## config.mk

```make
export PLATFORM = sky130hd
export DESIGN_NAME = bus_write_ctrl
export DESIGN_NICKNAME = d
export VERILOG_FILES = /design/src/rtl/bus_write_ctrl.sv
export SDC_FILE = /design/constraint.sdc
export NUM_CORES = 1
export LEC_CHECK = 0
export BUFFER_PORTS_ARGS = -buffer_cell sky130_fd_sc_hd__buf_4
export CAP_MARGIN = 15
export CORE_ASPECT_RATIO = 0.8
export CORE_MARGIN = 5
export CORE_UTILIZATION = 58
export CTS_BUF_LIST = sky130_fd_sc_hd__clkbuf_8
export DETAILED_ROUTE_END_ITERATION = 8
export PLACE_DENSITY = 0.84
export SYNTH_ARGS = -nofsm -noshare
export SYNTH_HDL_FRONTEND = slang
export SYNTH_SLANG_ARGS = --single-unit
```

## constraint.sdc

```tcl
create_clock -name clk -period 4.1 [get_ports clk]
set_input_delay 0.205 -clock clk [delete_from_list [all_inputs] [get_ports clk]]
set_output_delay 0.205 -clock clk [all_outputs]
set_load 0.005 [all_outputs]
```

## src/rtl/bus_write_ctrl.sv

```systemverilog
`default_nettype none
// ============================================================================
// Module      : bus_write_ctrl
// Description : Bus write-back into the processor registers, increment/clear
//               micro-ops and a three-state data-memory write sequencer.
// Revision    : 1.0 - initial release
// ============================================================================
module bus_write_ctrl #(
    parameter int DATA_W = 16,
    parameter int ADDR_W = 8
) (
    input  logic              clk,
    input  logic              rst,
    input  logic [DATA_W-1:0] busin,
    input  logic [3:0]        write_en,
    input  logic [2:0]        inc_en,
    input  logic              clr_ac,
    output logic [ADDR_W-1:0] pc,
    output logic [ADDR_W-1:0] dr,
    output logic [ADDR_W-1:0] ar,
    output logic [ADDR_W-1:0] r,
    output logic [ADDR_W-1:0] ir,
    output logic [DATA_W-1:0] tr,
    output logic [DATA_W-1:0] ac,
    output logic [ADDR_W-1:0] dm_addr,
    output logic [ADDR_W-1:0] dm_wdata,
    output logic              dm_we,
    output logic              wr_busy,
    output logic              wr_drop
);

    localparam logic [3:0] c_DST_PC = 4'd1;
    localparam logic [3:0] c_DST_DR = 4'd2;
    localparam logic [3:0] c_DST_AR = 4'd3;
    localparam logic [3:0] c_DST_TR = 4'd4;
    localparam logic [3:0] c_DST_AC = 4'd5;
    localparam logic [3:0] c_DST_R  = 4'd6;
    localparam logic [3:0] c_DST_DM = 4'd7;
    localparam logic [3:0] c_DST_IR = 4'd8;

    localparam logic [1:0] c_ST_IDLE  = 2'd0;
    localparam logic [1:0] c_ST_WRITE = 2'd1;
    localparam logic [1:0] c_ST_HOLD  = 2'd2;

    localparam logic [ADDR_W-1:0] c_ONE = {{(ADDR_W-1){1'b0}}, 1'b1};

    logic [ADDR_W-1:0] r_pc, r_dr, r_ar, r_r, r_ir, r_dm_addr, r_dm_wdata;
    logic [DATA_W-1:0] r_tr, r_ac;
    logic              r_dm_we, r_wr_busy, r_wr_drop;
    logic [1:0]        r_state;
    logic [1:0]        w_state_nxt;
    logic              w_dm_req;
    logic              w_accept;

    assign w_dm_req = (write_en == c_DST_DM);
    assign w_accept = w_dm_req && (r_state == c_ST_IDLE);

    // Register file: load beats increment/clear on the same register.
    always_ff @(posedge clk) begin
        if (rst) begin
            r_pc <= '0;
            r_dr <= '0;
            r_ar <= '0;
            r_r  <= '0;
            r_ir <= '0;
            r_tr <= '0;
            r_ac <= '0;
        end else begin
            if (write_en == c_DST_PC)      r_pc <= busin[ADDR_W-1:0];
            else if (inc_en[0])            r_pc <= r_pc + c_ONE;

            if (write_en == c_DST_AR)      r_ar <= busin[ADDR_W-1:0];
            else if (inc_en[1])            r_ar <= r_ar + c_ONE;

            if (write_en == c_DST_R)       r_r  <= busin[ADDR_W-1:0];
            else if (inc_en[2])            r_r  <= r_r + c_ONE;

            if (write_en == c_DST_AC)      r_ac <= busin;
            else if (clr_ac)               r_ac <= '0;

            if (write_en == c_DST_DR)      r_dr <= busin[ADDR_W-1:0];
            if (write_en == c_DST_TR)      r_tr <= busin;
            if (write_en == c_DST_IR)      r_ir <= busin[ADDR_W-1:0];
        end
    end

    always_comb begin
        w_state_nxt = r_state;
        case (r_state)
            c_ST_IDLE:  if (w_dm_req) w_state_nxt = c_ST_WRITE;
            c_ST_WRITE: w_state_nxt = c_ST_HOLD;
            c_ST_HOLD:  w_state_nxt = c_ST_IDLE;
            default:    w_state_nxt = c_ST_IDLE;
        endcase
    end

    // Strobe and busy are flopped from the next state so they line up with it.
    always_ff @(posedge clk) begin
        if (rst) begin
            r_state    <= c_ST_IDLE;
            r_dm_we    <= 1'b0;
            r_wr_busy  <= 1'b0;
            r_wr_drop  <= 1'b0;
            r_dm_addr  <= '0;
            r_dm_wdata <= '0;
        end else begin
            r_state   <= w_state_nxt;
            r_dm_we   <= (w_state_nxt == c_ST_WRITE);
            r_wr_busy <= (w_state_nxt != c_ST_IDLE);
            if (w_dm_req && (r_state != c_ST_IDLE)) r_wr_drop <= 1'b1;
            if (w_accept) begin
                r_dm_addr  <= r_ar;
                r_dm_wdata <= busin[ADDR_W-1:0];
            end
        end
    end

    assign pc       = r_pc;
    assign dr       = r_dr;
    assign ar       = r_ar;
    assign r        = r_r;
    assign ir       = r_ir;
    assign tr       = r_tr;
    assign ac       = r_ac;
    assign dm_addr  = r_dm_addr;
    assign dm_wdata = r_dm_wdata;
    assign dm_we    = r_dm_we;
    assign wr_busy  = r_wr_busy;
    assign wr_drop  = r_wr_drop;

endmodule
`default_nettype wire
```

Word-level counts from Yosys, hierarchy flattened:

Index checks and enable logic that the tools add are counted.
Widths: inputs -> output; s select.

* reductions and logical operators: 9
* equality and inequality tests: 10
* add/sub/neg operators: 3
* muxes and demuxes: 10

Operators with widths (count)
* $mux 8: 6
* $mux 16: 2
* $add 8x1->8 const B: 3
* $eq 4x3->1 const B: 4
* $reduce_bool 2->1: 6
* $eq 4x2->1 const B: 2
* $eq 2x1->1 const B: 2
* $eq 4x1->1 const B: 1
* $eq 4x4->1 const B: 1
* $pmux 2 s2: 1
* $logic_and 1x1->1: 2
* $logic_not 2->1: 1
* $mux 2: 1

* input bits: 26
* word-level logic and storage cells: 45
* register bits: 93

Logic depth before layout (Yosys ltp):

Gate-level depths: netlist of run 1.

* depth in word-level cells: 4
* mapped depth: 6
* gate-level depth less buffers: 4

Worst setup path after synthesis of run 1:

Ideal clock, no wire load.

* path type: input -> register
* start point: input write_en[3]
* end point: register r_tr[10] (netlist: tr[10])
* library setup time: 0.136 ns
* required time: 3.964 ns
* slack: 2.736 ns
* stages on the path: 6
* buffers on the path: 3
* data arrival time: 1.228 ns
* cells stage by stage: buf_6 or4b_4 buf_6 buf_8 nand2_2 a21oi_2

* cells in the longest elaborated chain, start to end: 1

Ends and longest elaborated chain
* start, declared: line 15 `input logic [3:0] write_en,`
* $eq 4x3->1: line 82 `if (write_en == c_DST_TR) r_tr <= busin;`
* end signal, assigned: line 82
* end, declared: line 48 `logic [DATA_W-1:0] r_tr, r_ac;`

Every way passes these cells.
A chain may end at the register's enable or synchronous reset.

Final worst setup path of run 1:

* start point: register r_state[0]
* end point: register r_dm_wdata[7] (netlist: dm_wdata[7])

* cells in the longest elaborated chain, start to end: 2

Ends and longest elaborated chain
* start, declared: line 50 `logic [1:0] r_state;`
* start signal, assigned: line 100 `r_state <= c_ST_IDLE;`
* start signal, assigned: line 107 `r_state <= w_state_nxt;`
* $logic_not 2->1: line 56 `assign w_accept = w_dm_req && (r_state == c_ST_IDLE);`
* $logic_and 1x1->1: line 56
* end signal, assigned: line 113 `r_dm_wdata <= busin[ADDR_W-1:0];`
* end, declared: line 47 `logic [ADDR_W-1:0] r_pc, r_dr, r_ar, r_r, r_ir, r_dm_addr, r_dm_wdata;`

Every way passes these cells.

==> impl_metrics.env, run 1 <==
export IMPL_core_area_mm2=0.00679
export IMPL_cp_end_kind="flip-flop"
export IMPL_syn_avg_cell_area_um2=8.71
export IMPL_pwr_density_cell_mw_per_mm2=360
export IMPL_clockBufferDepth=2
export IMPL_ios=117
export IMPL_cts_root_buf="clkbuf_8"
export IMPL_avgRoutedWirePerCell_um=17.1
export IMPL_r2r_slack_ns=2.52
export IMPL_hold_viol_final=0
export IMPL_numCtsBuffers=9
export IMPL_ys_flop_type="dfxtp_1"
export IMPL_grt_first_pass_wirelength_mm=17.1
export IMPL_hold_class="primary input to flip-flop"
export IMPL_overflow=0
export IMPL_ctsResizeCount=0
export IMPL_port_buffers=116
export IMPL_startpoint_type="flip-flop"
export IMPL_rows=27
export IMPL_cap_violations=0
export IMPL_status="finished clean"
export IMPL_fin_cells=628
export IMPL_antenna_found_initial=0
export IMPL_peakVddDrop_v=0.000219
export IMPL_critPathLaunch="r_state[0]"
export IMPL_grt_max_degree=93
export IMPL_fin_ws_ns=2.52
export IMPL_ys_seq_elements=93
export IMPL_endpoint="dm_wdata[7]"
export IMPL_r2r_end="dm_wdata[7]"
export IMPL_die_area_mm2=0.00863
export IMPL_finalSetupTns_ns=0
export IMPL_start_util=0.587
export IMPL_async_flop_share=0
export IMPL_grt_pass1_vias=3372
export IMPL_timing_final_crit_share=0.385
export IMPL_synth_area_leader_cell="dfxtp_1"
export IMPL_critPathKind="flip-flop to flip-flop"
export IMPL_cp_required_ns=4.37
export IMPL_wl_mm=10.8
export IMPL_dr_pass1_iters=5
export IMPL_fin_total_pwr_w=0.00177
export IMPL_regToRegStartpoint="r_state[0]"
export IMPL_ys_seq_area_frac=0.467
export IMPL_synth_edf_count=0
export IMPL_rsz0062_at_grt="no"
export IMPL_max_freq_ghz=0.633
export IMPL_clock_sinks=93
export IMPL_dpl_cell_count=613
export IMPL_max_slew_worst_pin_slew_ns=1.04
export IMPL_p_leak_nw=1.88
export IMPL_ys_warn_count=0
export IMPL_gp_congestion=0.848
export IMPL_synth_top_area_frac=0.467
export IMPL_nets=566
export IMPL_syn2layout_area_growth_pct=23.4
export IMPL_hold_buffers=0
export IMPL_drtIter0Drc=307
export IMPL_drc_errors=0
export IMPL_vias=3672
export IMPL_cp_max_fo=16
export IMPL_htree_levels=3
export IMPL_maxSlewViolCount=0
export IMPL_drive_gt1_frac=0.296
export IMPL_rr_worst_depth=3
export IMPL_die_w_um=103
export IMPL_synth_nets=486
export IMPL_clk_pin_slew_worst_paths_ns=0.09
export IMPL_fin_worst_skew_ns=0.00626
export IMPL_via_per_inst=5.85
export IMPL_syn_area_mm2=0.00398
export IMPL_whs_ns=0.107
export IMPL_slew_headroom=0.307
export IMPL_clkLatencyLatePin_ns=0.35
export IMPL_postRouteAntennaNets=0
export IMPL_setup_viol=0
export IMPL_netlist_top_cells_area="dfxtp_1 (47%), nand2_1 (7.1%), a21oi_1 (6.9%)"
export IMPL_cts_setup_buffers=0
export IMPL_gr_usage_all_layers=0.250
export IMPL_min_period_ns=1.58
export IMPL_fp_dieH_um=84.1
export IMPL_synth_cell_types=39
export IMPL_synthCells=457
export IMPL_crit_arrival_ns=1.85
export IMPL_preCtsSetupSlack_ns=2.43
export IMPL_dpl_hpwl_mm=7.42
export IMPL_antenna_cells=0
export IMPL_cts_tree="yes"
flip-flops by register name (all words and copies together), names as in the netlist:
register  count
ar            8
pc            8
wr_drop       1
ac           16
r_state       2
ir            8
tr           16
r             8
dm_wdata      8
dm_addr       8
dr            8
wr_busy       1
dm_we         1
cell families (layout without fill, tap and decap cells):
| logic type | after synthesis | in the layout | share of synthesized area |
|---|---|---|---|
| XOR/XNOR | 12 | 12 | 0.0264 |
| AND/OR/NAND/NOR | 185 | 185 | 0.250 |
| AO/OA/AOI/OAI | 114 | 114 | 0.176 |
| multiplexers | 3 | 3 | 0.00754 |
| flip-flops | 93 | 93 | 0.467 |
| adder cells (fa/ha/maj) | 3 | 3 | 0.00943 |
| buffers and inverters | 47 | 131 | 0.0631 |
through the flow:
step           cell area (um2)  utilization
2_1_floorplan             3980            -
3_3_place_gp              4710        0.694
3_5_place_dp              4710        0.694
4_1_cts                   4920        0.724
5_1_grt                   4920        0.724
6_report                  4920        0.724
Yosys cell counts (2+ instances only):
cell type / number
buf_2: 19
or2_2: 2
clkbuf_2: 2
nand2_1: 75
or3_1: 8
nor3_1: 2
xor2_1: 9
nand3b_1: 16
mux2i_1: 3
a21oi_1: 55
a311oi_2: 3
buf_6: 4
nand4bb_1: 3
o21ai_0: 24
a311oi_1: 6
dfxtp_1: 93
nand4_1: 10
nand2_2: 10
buf_4: 2
xnor2_1: 3
clkbuf_1: 18
a21oi_2: 10
nand3_1: 20
a211oi_1: 15
ha_1: 3
nor4b_2: 2
or4b_1: 3
nor2_1: 26
layout make-up:
type	instances	area [um2]
clock buffers	9	124
clock inverters	6	81.3
fillers	540	1870
multi-input cells	317	1870
flip-flops and latches	93	1860
well taps	87	109
repair buffers	116	871
worst max-delay path, stage by stage, from the launching register on:
cell	delay (ns)
dfxtp_1	0.32
nor2_1	0.79
nand3_1	0.20
a21oi_1	0.19
cells in the final DEF, fill, tap and decap left out:
| cell type | count |
|---|---|
| or4b_4 | 1 |
| nand3_1 | 20 |
| nor3b_1 | 1 |
| and4b_1 | 1 |
| or2_2 | 2 |
| nor4b_2 | 2 |
| mux2i_1 | 3 |
| nor3_1 | 2 |
| a211oi_1 | 15 |
| nand2_1 | 75 |
| o21ai_0 | 24 |
| a311oi_2 | 3 |
| clkinv_4 | 1 |
| o31ai_1 | 1 |
| xor2_1 | 9 |
| buf_4 | 116 |
| xnor2_1 | 3 |
| inv_1 | 2 |
| or4b_1 | 3 |
| nor4b_4 | 1 |
| nand2_2 | 10 |
| bufinv_16 | 2 |
| a311oi_1 | 6 |
| dfxtp_1 | 93 |
| a21oi_1 | 55 |
| or4_1 | 1 |
| a21oi_2 | 10 |
| ha_1 | 3 |
| nand4bb_1 | 3 |
| clkinv_2 | 1 |
| nand4_4 | 1 |
| nand4b_1 | 1 |
| and4bb_2 | 1 |
| clkbuf_8 | 9 |
| nand4_1 | 10 |
| nand3b_1 | 16 |
| or3_1 | 8 |
| nor2_1 | 26 |
worst min-delay path by stage:
stage | startpoint | to | slack (ns) | cells past startpoint
4_1_cts | busin[8] | ac[8] | 0.09 | 3
5_1_grt | busin[12] | ac[12] | 0.08 | 3
2_1_floorplan | rst | r_state[0] | 0.29 | 1
3_3_place_gp | r_state[1] | r_state[1] | 0.43 | 1
3_5_place_dp | dr[5] | dr[5] | 0.45 | 2
6_report | busin[8] | tr[8] | 0.11 | 3
routing by layer:
layer,wire [um],track usage,up-vias
met5,0,0,-
met4,185,0.0679,0
met3,979,0.0735,17
met2,5120,0.375,160
met1,4490,0.351,1744
li1,-,-,1751
power by group:
part	leakage [nW]	total [W]	switching, W	internal [W]
logic	1.02	0.000172	0.0000938	0.0000783
clock network	0.112	0.000639	0.000302	0.000336
registers	0.754	0.000958	0.0000303	0.000928
Note: power is estimated with default switching activity, not from simulation.
==> run 2: changes to the inputs <==
- CORE_UTILIZATION: 58 -> 48
- PLACE_DENSITY: 0.84 -> 0.74
- clock period: 4.1 -> 1.45 ns (I/O delays scaled with it)
==> run 2 against run 1 <==
- maximum frequency increased by 14%
- cell area increased by 6.5%
- wire length increased by 4.6%
- largest power group unchanged
- worst hold slack got worse by 0.084 ns
- setup slack got worse by 2.5 ns
- first-iteration DRC count decreased by 34%
- sequential share of layout area decreased by 2.3 points
- die area increased by 18%
- clock skew about the same
- clock power increased to 3.3 times the previous value
- highest routed layer unchanged
- combinational power increased to 3.4 times the previous value
- cell count increased by 8.0%
==> impl_metrics.env, run 2 (synthesis results as in run 1) <==
export IMPL_max_freq_ghz=0.723
export IMPL_path_buf_inv=0
export IMPL_finalSetupTns_ns=0
export IMPL_dpl_cell_count=655
export IMPL_cap_violations=0
export IMPL_final_common_cell="buf_4"
export IMPL_p_leak_nw=2.03
export IMPL_numCtsBuffers=9
export IMPL_drtIter0Drc=203
export IMPL_grt_first_pass_wirelength_mm=17.6
export IMPL_worstPathCellList="ha_1 -> nand4_1 -> or3_1 -> a311oi_1"
export IMPL_crit_slowest_cell="dfxtp_1"
export IMPL_antenna_found_initial=0
export IMPL_max_slew_worst_pin_slew_ns=0.380
export IMPL_min_delay_start="busin[3]"
export IMPL_r2r_end="r[6]"
export IMPL_holdPathEnd="ac[3]"
export IMPL_cp_end_kind="flip-flop"
export IMPL_cts_setup_buffers=0
export IMPL_switchingPower_w=0.00126
export IMPL_fillers=682
export IMPL_antenna_cells=0
export IMPL_gp_congestion=0.835
export IMPL_clockBufferDepth=2
export IMPL_fin_cells=678
export IMPL_clk_pin_slew_worst_paths_ns=0.09
export IMPL_swShare=0.235
export IMPL_p_seq_frac=0.501
export IMPL_rows=29
export IMPL_core_area_mm2=0.00802
export IMPL_via_per_inst=5.39
export IMPL_cp_required_ns=1.72
export IMPL_crit_arrival_ns=1.65
export IMPL_die_area_mm2=0.0102
export IMPL_fin_worst_skew_ns=0.00588
export IMPL_intPower_w=0.00409
export IMPL_pwr_density_cell_mw_per_mm2=1020
export IMPL_status="finished clean"
export IMPL_vias=3652
export IMPL_gr_usage_all_layers=0.211
export IMPL_p_comb_frac=0.109
export IMPL_rsz0062_at_grt="no"
export IMPL_dpl_hpwl_mm=7.72
export IMPL_port_buffers=116
export IMPL_setup_viol=0
export IMPL_grt_pass1_vias=3485
export IMPL_cpPeakStageDelay_ns=0.40
export IMPL_r2r_slack_ns=0.07
export IMPL_critPathTopFamily="simple AND/OR/NAND/NOR gates"
export IMPL_cts_root_buf="clkbuf_8"
export IMPL_avgRoutedWirePerCell_um=16.6
export IMPL_hold_depth=3
export IMPL_syn2layout_area_growth_pct=31.4
export IMPL_drc_errors=0
export IMPL_wl_mm=11.3
export IMPL_critPathKind="flip-flop to flip-flop"
export IMPL_startpoint_type="flip-flop"
export IMPL_postRouteAntennaNets=0
export IMPL_maxSlewViolCount=0
export IMPL_min_period_ns=1.38
export IMPL_grt_max_degree=43
export IMPL_rr_worst_depth=4
export IMPL_cp_max_fo=3
export IMPL_regToRegStartpoint="r[0]"
export IMPL_whs_ns=0.0234
export IMPL_nets=595
export IMPL_hold_viol_final=0
export IMPL_p_clk_frac=0.390
export IMPL_die_w_um=112
export IMPL_start_util=0.497
export IMPL_final_cell_mix="buf_4 (136), dfxtp_1 (92), nand2_1 (75)"
export IMPL_hold_class="primary input to flip-flop"
export IMPL_overflow=0
export IMPL_slew_headroom=0.747
export IMPL_dr_pass1_iters=4
export IMPL_htree_levels=3
export IMPL_clkLatencyLatePin_ns=0.36
export IMPL_cts_tree="yes"
export IMPL_peakVddDrop_v=0.000704
export IMPL_fp_dieH_um=91.5
export IMPL_clock_sinks=93
export IMPL_ios=117
export IMPL_fin_total_pwr_w=0.00535
export IMPL_timing_final_crit_share=0.954
export IMPL_drive_gt1_frac=0.323
-- run 2: tightest hold or removal path: stages --
cell     delay, ns
buf_4         0.16
nand2_1       0.06
a21oi_1       0.05
-- run 2: how the worst max path moves through the flow --
| stage | from | cells after the start | endpoint | slack, ns |
|---|---|---|---|---|
| after floorplan | r[2] | 3 | r[7] | 0.10 |
| after CTS | r[1] | 4 | r[6] | 0.03 |
| after global routing | r[4] | 3 | r[7] | 0.003 |
| after detailed placement | r[1] | 4 | r[6] | 0.03 |
| final | r[0] | 4 | r[6] | 0.07 |
| after global placement | r[1] | 4 | r[6] | 0.11 |
-- run 2: metal layers --
layer  track usage  share of wire  vias up
met2         0.321           0.45      121
met1         0.287           0.47     1704
met3        0.0638          0.064       14
li1              -              -     1813
met4        0.0709          0.013        0
met5             0              0        -
-- run 2: power by group through the flow --
stage,clock [W],combinational [W],sequential [W]
6_report,0.00209,0.000582,0.00268
5_1_grt,0.00222,0.000630,0.00269
4_1_cts,0.00211,0.000579,0.00268
3_5_place_dp,0,0.000559,0.00274
3_3_place_gp,0,0.000550,0.00274
2_1_floorplan,0,0.000276,0.00275
-- run 2: stage by stage --
step | worst slack (ns) | instance area (um2) | util
after detailed placement | 0.0334 | 4910 | 0.612
after CTS | 0.0340 | 5230 | 0.653
final | 0.0669 | 5230 | 0.653
after global routing | 0.00257 | 5230 | 0.653
after floorplan | 0.104 | 3980 | -
after global placement | 0.112 | 4910 | 0.612
-- run 2: area by class of cell --
class                      instances  area (um2)  share of cell area
timing repair buffer             145        1120               0.214
clock inverter                     5         108              0.0206
multi-input combinational        317        1870               0.357
clock buffer                      10         138              0.0263
sequential                        93        1860               0.356
tap                              108         135              0.0258
-- run 2: what timing repair did --
item / 4_1_cts / 5_1_grt
endpoints found under the hold margin: 16 / 0
endpoints found under the setup margin: 0 / 2
hold buffers: 8 / 0
resized for setup: 0 / 1
==> run 3: changes to the inputs <==
- ABC_AREA: unset -> 1
- CORE_UTILIZATION: 48 -> 49
- PLACE_DENSITY: 0.74 -> 0.75
==> run 3 against run 2 <==
- flip-flop and latch count unchanged
- clock skew up 0.0034 ns
- sequential share of layout area down 0.68 points
- wire length up 5.9%
- largest power group unchanged
- global-route usage up 1.7 points
- core utilization up 0.98 points
- synthesized cell count up 25%
- critical endpoint is now ar[6]
==> impl_metrics.env, run 3 <==
export IMPL_port_buffers=116
export IMPL_cp_max_fo=6
export IMPL_synth_top_area_frac=0.453
export IMPL_syn_area_mm2=0.00411
export IMPL_startpoint_type="flip-flop"
export IMPL_die_w_um=112
export IMPL_drc_errors=0
export IMPL_yosys_area_share_simple=0.302
export IMPL_pwr_density_cell_mw_per_mm2=914
export IMPL_cts_tree="yes"
export IMPL_rsz0062_at_grt="no"
export IMPL_ys_seq_area_frac=0.453
export IMPL_max_slew_worst_pin_slew_ns=0.618
export IMPL_synth_compound_area_share=0.140
export IMPL_critPathTopFamily="simple AND/OR/NAND/NOR gates"
export IMPL_dpl_hpwl_mm=8.55
export IMPL_cpPeakStageDelay_ns=0.39
export IMPL_synth_top_family_by_area="simple AND/OR/NAND/NOR gates"
export IMPL_final_cell_mix="buf_4 (127), nand2_1 (101), dfxtp_1 (92)"
export IMPL_path_common_cell="nand2_1"
export IMPL_drtIter0Drc=379
export IMPL_core_area_mm2=0.00806
export IMPL_vias=4279
export IMPL_crit_slowest_cell="dfxtp_2"
export IMPL_r2r_end="ar[6]"
export IMPL_timing_final_crit_share=0.880
export IMPL_dr_pass1_iters=5
export IMPL_gp_congestion=0.871
export IMPL_wl_mm=11.9
export IMPL_numCtsBuffers=9
export IMPL_synthAdderAreaFrac=0.00913
export IMPL_final_common_cell="buf_4"
export IMPL_worstPathCellList="ha_1 -> nand2_1 -> nor2_1 -> nand3_1 -> nand2_1 -> nand3_1 -> nand2_1 -> inv_1"
export IMPL_synth_cell_types=29
export IMPL_nets=716
export IMPL_fin_worst_skew_ns=0.00932
export IMPL_cp_end_kind="flip-flop"
export IMPL_grt_pass1_vias=3873
export IMPL_muxShareOfSynthArea=0
export IMPL_synth_nets=599
export IMPL_grt_max_degree=59
export IMPL_fin_total_pwr_w=0.00488
export IMPL_ys_top_cells_by_count="nand2_1 (101), dfxtp_1 (93), nand3_1 (84)"
export IMPL_rows=29
export IMPL_r2r_slack_ns=0.17
export IMPL_grt_first_pass_wirelength_mm=19.5
export IMPL_path_buf_inv=1
export IMPL_hold_class="primary input to flip-flop"
export IMPL_ys_warn_count=0
export IMPL_syn2layout_area_growth_pct=29.8
export IMPL_fin_area_mm2=0.00534
export IMPL_antenna_cells=0
export IMPL_yosysMostFrequentCell="nand2_1"
export IMPL_via_per_inst=5.35
export IMPL_status="finished clean"
export IMPL_ys_seq_elements=93
export IMPL_synth_edf_count=0
export IMPL_holdPathEnd="dr[2]"
export IMPL_overflow=0
export IMPL_regToRegStartpoint="ar[0]"
export IMPL_clkLatencyLatePin_ns=0.36
export IMPL_cp_required_ns=1.72
export IMPL_clk_pin_slew_worst_paths_ns=0.09
export IMPL_avgRoutedWirePerCell_um=14.9
export IMPL_critPathLaunch="ar[0]"
export IMPL_htree_levels=3
export IMPL_crit_arrival_ns=1.55
export IMPL_yosys_area_share_xor_xnor=0.00426
export IMPL_finalSetupTns_ns=0
export IMPL_start_util=0.511
export IMPL_maxSlewViolCount=0
export IMPL_hold_viol_final=0
export IMPL_slew_headroom=0.588
export IMPL_antenna_found_initial=0
export IMPL_clock_sinks=93
export IMPL_peakVddDrop_v=0.000576
export IMPL_min_delay_start="busin[2]"
export IMPL_ys_flop_type="dfxtp_1"
export IMPL_rr_worst_depth=8
export IMPL_critPathKind="flip-flop to flip-flop"
export IMPL_postRouteAntennaNets=0
export IMPL_fp_dieH_um=91.9
export IMPL_drive_gt1_frac=0.233
export IMPL_min_period_ns=1.28
export IMPL_gr_usage_all_layers=0.228
export IMPL_syn_avg_cell_area_um2=7.22
export IMPL_setup_viol=0
export IMPL_dpl_cell_area_mm2=0.00507
export IMPL_fin_util=0.662
export IMPL_p_leak_nw=2.38
export IMPL_cts_root_buf="clkbuf_8"
export IMPL_async_flop_share=0
export IMPL_fillers=721
export IMPL_netlist_top_cells_area="dfxtp_1 (45%), nand3_1 (10%), nand2_1 (9.2%)"
export IMPL_hold_depth=3
export IMPL_ios=117
export IMPL_synth_area_leader_cell="dfxtp_1"
export IMPL_max_freq_ghz=0.784
export IMPL_cap_violations=0
export IMPL_clockBufferDepth=2
export IMPL_synthCells=570
export IMPL_die_area_mm2=0.0103
[run 3: cell types whose count changed in the layout (fill, tap and decap cells not counted), moves of 9 or more]
cell      delta
nand3b_1    -15
a21oi_1     +11
o21ai_0     +14
nor2_1      +28
nand3_1     +64
inv_1       +56
nand2_1     +26
a211oi_1    -15
buf_4        -9
a21oi_2      -9
[run 3: repair_timing]
item                                   CTS  global route
resized for setup                        0             1
endpoints found under the hold margin   15             0
hold buffers                             8             0
setup buffers                            0             0
setup endpoints to repair                0             1
[run 3: per-stage QoR]
step	cells	worst slack, ns	hold slack (ns)
floorplan	570	0.284	0.216
global placement	776	0.172	0.343
detailed placement	776	0.114	0.347
CTS	800	0.105	0.0315
global route	800	0.0492	0.0303
finish	800	0.175	0.0480
[run 3: cell families after synthesis]
family / after synthesis
compound gates: 111
fa+ha+maj: 3
xor+xnor: 2
flops: 93
buf+inv: 91
simple gates: 270
[run 3: worst register-to-register path, cell delays in order (launching register included)]
cell     delay, ns
dfxtp_2       0.39
ha_1          0.21
nand2_1       0.09
nor2_1        0.17
nand3_1       0.09
nand2_1       0.07
nand3_1       0.06
nand2_1       0.08
inv_1         0.03
[run 3: worst max-delay path by stage]
stage	endpoint	slack [ns]	cells after the start
2_1_floorplan	ar[6]	0.28	8
3_3_place_gp	ir[1]	0.17	5
3_5_place_dp	ar[6]	0.11	8
4_1_cts	ar[6]	0.10	8
5_1_grt	r[6]	0.05	8
6_report	ar[6]	0.17	8
[run 3: power by group]
part           internal (W)  switching [W]
clock network      0.000647       0.000972
logic              0.000247       0.000327
registers           0.00262      0.0000629
total               0.00352        0.00136
[run 3: layout make-up]
cell class / count / area [um2] / share of cell area
multi-input cells: 386 / 1870 / 0.351
flip-flops and latches: 93 / 1860 / 0.349
repair buffers: 136 / 1050 / 0.197
inverters: 61 / 230 / 0.0431
well taps: 108 / 135 / 0.0253
clock buffers: 9 / 124 / 0.0232
clock inverters: 7 / 57.6 / 0.0108
[run 3: routing by layer]
| metal | vias up | share of wire | track usage |
|---|---|---|---|
| li1 | 2110 | - | - |
| met4 | 0 | 0.0099 | 0.0490 |
| met5 | - | 0 | 0 |
| met3 | 10 | 0.091 | 0.0750 |
| met1 | 1985 | 0.45 | 0.312 |
| met2 | 174 | 0.45 | 0.353 |
